File: src/rtl/axil_wr_slave_arbiter.sv
`default_nettype none
// ============================================================================
// Module      : axil_wr_slave_arbiter
// Description : Write-channel arbiter for one slave port of the AXI-Lite
//               priority interconnect. Grants the lowest-indexed requesting
//               master and holds the grant for the whole AW/W/B transaction.
//               A watchdog drops the grant and pulses timeout_err if the
//               slave never completes.
// Ports       : aclk        - clock, rising edge
//               areset      - synchronous active-high reset
//               req         - per-master write request for this slave
//               aw_hs/w_hs  - AW / W handshakes at the slave port
//               b_hs        - B handshake at the slave port
//               grant       - registered one-hot grant
//               grant_idx   - binary index of granted master (0 when idle)
//               grant_valid - a grant is active
//               timeout_err - one-cycle pulse on watchdog expiry
// Revision    : 1.0 - initial release
// ============================================================================
module axil_wr_slave_arbiter #(
    parameter int NUMBER_MASTER  = 32,
    parameter int TIMEOUT_CYCLES = 1024,
    parameter int IDX_W          = $clog2(NUMBER_MASTER)
) (
    input  logic                     aclk,
    input  logic                     areset,
    input  logic [NUMBER_MASTER-1:0] req,
    input  logic                     aw_hs,
    input  logic                     w_hs,
    input  logic                     b_hs,
    output logic [NUMBER_MASTER-1:0] grant,
    output logic [IDX_W-1:0]         grant_idx,
    output logic                     grant_valid,
    output logic                     timeout_err
);

    localparam logic [1:0] c_ST_IDLE = 2'd0;
    localparam logic [1:0] c_ST_ADDR = 2'd1;
    localparam logic [1:0] c_ST_RESP = 2'd2;

    localparam bit c_WD_EN        = (TIMEOUT_CYCLES > 0);
    localparam int c_CNT_W        = (TIMEOUT_CYCLES > 1) ? $clog2(TIMEOUT_CYCLES) : 1;
    localparam int c_CNT_LAST_I   = c_WD_EN ? (TIMEOUT_CYCLES - 1) : 0;
    localparam logic [c_CNT_W-1:0] c_CNT_LAST = c_CNT_W'(c_CNT_LAST_I);

    logic [1:0]               r_state;
    logic [1:0]               w_state_next;
    logic [NUMBER_MASTER-1:0] r_grant;
    logic [IDX_W-1:0]         r_grant_idx;
    logic                     r_aw_done;
    logic                     r_w_done;
    logic [c_CNT_W-1:0]       r_wd_cnt;
    logic                     r_timeout_err;

    logic [NUMBER_MASTER-1:0] w_req_onehot;
    logic [IDX_W-1:0]         w_req_idx;
    logic                     w_busy;
    logic                     w_addr_done;
    logic                     w_expire;

    // Fixed-priority pick: scanning from the top down lets the lowest set
    // bit overwrite any higher one.
    always_comb begin
        w_req_onehot = '0;
        w_req_idx    = '0;
        for (int i = NUMBER_MASTER - 1; i >= 0; i--) begin
            if (req[i]) begin
                w_req_onehot    = '0;
                w_req_onehot[i] = 1'b1;
                w_req_idx       = IDX_W'(i);
            end
        end
    end

    assign w_busy      = (r_state != c_ST_IDLE);
    // A handshake arriving this cycle counts together with a recorded one.
    assign w_addr_done = (r_aw_done || aw_hs) && (r_w_done || w_hs);
    // A B handshake is only a completion in RESP; one that coincides with
    // expiry there wins over the watchdog.
    assign w_expire    = c_WD_EN && w_busy && (r_wd_cnt == c_CNT_LAST) &&
                         !((r_state == c_ST_RESP) && b_hs);

    // State register
    always_ff @(posedge aclk) begin
        if (areset) begin
            r_state <= c_ST_IDLE;
        end else begin
            r_state <= w_state_next;
        end
    end

    // Next-state logic
    always_comb begin
        w_state_next = r_state;
        case (r_state)
            c_ST_IDLE: begin
                if (|req) begin
                    w_state_next = c_ST_ADDR;
                end
            end
            c_ST_ADDR: begin
                if (w_expire) begin
                    w_state_next = c_ST_IDLE;
                end else if (w_addr_done) begin
                    w_state_next = c_ST_RESP;
                end
            end
            c_ST_RESP: begin
                if (b_hs || w_expire) begin
                    w_state_next = c_ST_IDLE;
                end
            end
            default: w_state_next = c_ST_IDLE;
        endcase
    end

    // Grant, done flags and watchdog
    always_ff @(posedge aclk) begin
        if (areset) begin
            r_grant       <= '0;
            r_grant_idx   <= '0;
            r_aw_done     <= 1'b0;
            r_w_done      <= 1'b0;
            r_wd_cnt      <= '0;
            r_timeout_err <= 1'b0;
        end else begin
            r_timeout_err <= w_expire;
            if (!w_busy) begin
                r_aw_done <= 1'b0;
                r_w_done  <= 1'b0;
                r_wd_cnt  <= '0;
                if (|req) begin
                    r_grant     <= w_req_onehot;
                    r_grant_idx <= w_req_idx;
                end
            end else begin
                r_wd_cnt <= r_wd_cnt + c_CNT_W'(1);
                if (aw_hs) begin
                    r_aw_done <= 1'b1;
                end
                if (w_hs) begin
                    r_w_done <= 1'b1;
                end
                if (w_state_next == c_ST_IDLE) begin
                    r_grant     <= '0;
                    r_grant_idx <= '0;
                end
            end
        end
    end

    // Outputs
    always_comb begin
        grant       = r_grant;
        grant_idx   = r_grant_idx;
        grant_valid = |r_grant;
        timeout_err = r_timeout_err;
    end

endmodule
`default_nettype wire
File: config.mk
export PLATFORM = sky130hd
export DESIGN_NAME = axil_wr_slave_arbiter
export DESIGN_NICKNAME = d
export VERILOG_FILES = /design/src/rtl/axil_wr_slave_arbiter.sv
export SDC_FILE = /design/constraint.sdc
export NUM_CORES = 1
export LEC_CHECK = 0
export CAP_MARGIN = 40
export CORE_MARGIN = 4
export CORE_UTILIZATION = 42
export DETAILED_ROUTE_END_ITERATION = 12
export PLACE_DENSITY = 0.74
export SYNTH_ARGS = -nofsm -noshare
export SYNTH_HDL_FRONTEND = slang
export SYNTH_SLANG_ARGS = --single-unit
File: constraint.sdc
create_clock -name aclk -period 2.7 [get_ports aclk]
set_input_delay 0.27 -clock aclk [delete_from_list [all_inputs] [get_ports aclk]]
set_output_delay 0.27 -clock aclk [all_outputs]
set_load 0.1 [all_outputs]
==> impl_metrics.env <==
export IMPL_coreArea_mm2=0.00524
export IMPL_ys_warn_count=0
export IMPL_via_per_inst=5.58
export IMPL_status="completed"
export IMPL_regToRegEndpoint="grant[19]"
export IMPL_hpwl_um=5160
export IMPL_timing_slew_headroom_pct=62.6
export IMPL_synth_common_cells="dfxtp_1 (52), nor2_1 (33), a22o_1 (17), inv_1 (16), a32o_1 (15)"
export IMPL_min_to="r_wd_cnt[0]"
export IMPL_timing_rr_start="r_wd_cnt[0]"
export IMPL_wirelength_um=6470
export IMPL_hold_violations=0
export IMPL_syn_area_mm2=0.00232
export IMPL_synth_area_leader_cell="dfxtp_1"
export IMPL_die_h_um=82.3
export IMPL_place_congestion=0.855
export IMPL_first_iter_violations=142
export IMPL_ioPinCount=76
export IMPL_max_vdd_ir_drop_uv=365
export IMPL_worstMarginPinSlew_ps=556
export IMPL_placed_area_mm2=0.00311
export IMPL_crit_path_start_kind="register"
export IMPL_min_from="r_wd_cnt[0]"
export IMPL_min_path_cells=1
export IMPL_grt_pass1_vias=2265
export IMPL_postSynthCellCount=252
export IMPL_hold_path_class="reg2reg"
export IMPL_seqPwrFrac_pct=52.6
export IMPL_synth_edf_count=0
export IMPL_row_count=26
export IMPL_die_area_mm2=0.00677
export IMPL_clk_pin_slew_ps=100
export IMPL_io_buffer_count=75
export IMPL_yosysMostFrequentCell="dfxtp_1"
export IMPL_cts_resized=0
export IMPL_end_kind="output port"
export IMPL_finalSetupViolations=0
export IMPL_netSwitchingFraction_pct=29.1
export IMPL_maxCapViolations=0
export IMPL_rsz0062_at_grt="no"
export IMPL_synth_fp_nets=290
export IMPL_ys_seq_elements=52
export IMPL_grt_max_degree=19
export IMPL_yosysSeqAreaShare_pct=44.9
export IMPL_drive_gt1_share_pct=19.5
export IMPL_dr_total_vias=2306
export IMPL_finalCritPeriodShare_pct=82.9
export IMPL_die_w_um=82.3
export IMPL_cts_hold_buf=0
export IMPL_post_route_util_pct=61.2
export IMPL_synth_top_area_share_pct=44.9
export IMPL_slew_viol_final=0
export IMPL_power_density_mw_per_mm2=468
export IMPL_ff2ff_path_depth=8
export IMPL_track_usage_pct=19.7
export IMPL_initial_core_util_pct=44.3
export IMPL_fin_skew_ps=11.4
export IMPL_clockBufferDepth=2
export IMPL_ys_flop_type="dfxtp_1"
export IMPL_crit_path_cell_trace="nor4_1 -> nand4_1 -> or2_2 -> buf_4"
export IMPL_cts_sinks=52
export IMPL_firstDrtPassIters=4
export IMPL_netlist_top_cells_area="dfxtp_1 (45%), a32o_1 (6.5%), a22o_1 (6.4%)"
export IMPL_cpPeakStageDelay_ps=530
export IMPL_cts_tree="built"
export IMPL_setup_tns_final_ps=0
export IMPL_final_nets=380
export IMPL_leakagePower_nw=1.29
export IMPL_pwr_share_clk_pct=30.0
export IMPL_routedWlPerCell_um=15.7
export IMPL_power_frac_comb_pct=17.4
export IMPL_timing_fmax_mhz=447
export IMPL_cts_root_buf="clkbuf_8"
export IMPL_min_period_ps=2240
export IMPL_cp_required_ps=2430
export IMPL_overflow=0
export IMPL_numCtsBuffers=5
export IMPL_critPathMaxFanout=3
export IMPL_syn_area_per_cell_um2=9.20
export IMPL_detail_route_antenna_nets=0
export IMPL_grt_pass1_wl_um=10300
export IMPL_nFillCells=461
export IMPL_yosysUniqueCellTypes=49
export IMPL_p_sw_uw=436
export IMPL_synthToLayoutAreaGrowth_pct=38.2
export IMPL_antenna_found_initial=0
export IMPL_intPower_mw=1.06
export IMPL_drc=0
export IMPL_reg2reg_slack_ps=540
export IMPL_diodes=0
export IMPL_async_flop_share_pct=0
export IMPL_final_cell_area_mm2=0.00320
export IMPL_crit_arrival_ps=1970
export IMPL_crit_slowest_cell="nor4_1"
export IMPL_htreeDepth=2
export IMPL_crit_type="reg2out"
export IMPL_clk_latency_ps=310
export IMPL_finalPower_mw=1.50
export IMPL_post_cts_buffers=0
[area by class of cell]
class | count | area (um2) | share of cell area (%)
clock inverter | 3 | 23.8 | 0.742
sequential | 52 | 1040 | 32.5
clock buffer | 5 | 68.8 | 2.15
tap | 70 | 87.6 | 2.73
multi-input combinational | 180 | 1180 | 36.8
timing repair buffer | 87 | 743 | 23.2
inverter | 16 | 60.1 | 1.87
[critical path, delay by kind of cell, from the launching register on]
kind	cells	cell delay, ps
AND/OR/NAND/NOR	3	1100
buffers and inverters	1	230
flip-flops	1	340
[worst max-delay path by stage]
| stage | endpoint | slack [ps] | cells after the start | start |
|---|---|---|---|---|
| detailed placement | grant[19] | 180 | 8 | req[16] |
| CTS | grant[19] | 490 | 8 | req[16] |
| floorplan | grant[17] | 690 | 7 | req[16] |
| global placement | grant[16] | 260 | 8 | req[16] |
| global route | grant_valid | 320 | 4 | grant[0] |
| finish | grant_valid | 460 | 4 | grant[30] |
[placed cells by master (no fill, tap or decap), types with 10 or more instances in the layout]
| cell type | instances |
|---|---|
| dfxtp_1 | 52 |
| buf_4 | 51 |
| clkdlybuf4s50_1 | 36 |
| nor2_1 | 33 |
| a22o_1 | 17 |
| inv_1 | 16 |
| a32o_1 | 15 |
| nor4_1 | 13 |
| o21ai_0 | 11 |
| nand2_1 | 10 |
| nor3_1 | 10 |
[power by group through the flow]
| stage | combinational, mW | clock (mW) | sequential, mW |
|---|---|---|---|
| 2_1_floorplan | 0.102 | 0 | 0.845 |
| 3_3_place_gp | 0.259 | 0 | 0.806 |
| 3_5_place_dp | 0.259 | 0 | 0.806 |
| 4_1_cts | 0.260 | 0.460 | 0.788 |
| 5_1_grt | 0.280 | 0.493 | 0.791 |
| 6_report | 0.261 | 0.449 | 0.789 |
[state kept, by name, indices dropped and copies added (netlist names)]
name	cells
grant_idx	5
r_aw_done	1
grant	32
r_wd_cnt	10
r_w_done	1
timeout_err	1
r_state	2
[cell families after synthesis]
group | after synthesis | share of synthesized area (%)
and+or+nand+nor | 104 | 24.7
xor gates and xnor gates | 6 | 2.27
AOI/OAI and AO/OA | 69 | 23.4
DFF | 52 | 44.9
buffers and inverters | 20 | 4.21
adders and majority gates | 1 | 0.540
[routing by layer]
| layer | share of wire, % | vias up | GRT usage, % | routed length (um) |
|---|---|---|---|---|
| li1 | - | 1151 | - | - |
| met1 | 46 | 1091 | 25.1 | 2990 |
| met2 | 48 | 57 | 34.2 | 3080 |
| met3 | 5.2 | 7 | 3.36 | 337 |
| met4 | 0.85 | 0 | 5.32 | 55 |
| met5 | 0 | - | 0 | 0 |
[stage by stage]
step	setup slack, ps	hold slack, ps	std cells
2_1_floorplan	685	339	252
3_3_place_gp	255	432	405
3_5_place_dp	182	436	405
4_1_cts	487	458	413
5_1_grt	323	480	413
6_report	461	460	413
Power figures use the tool's default switching activity.
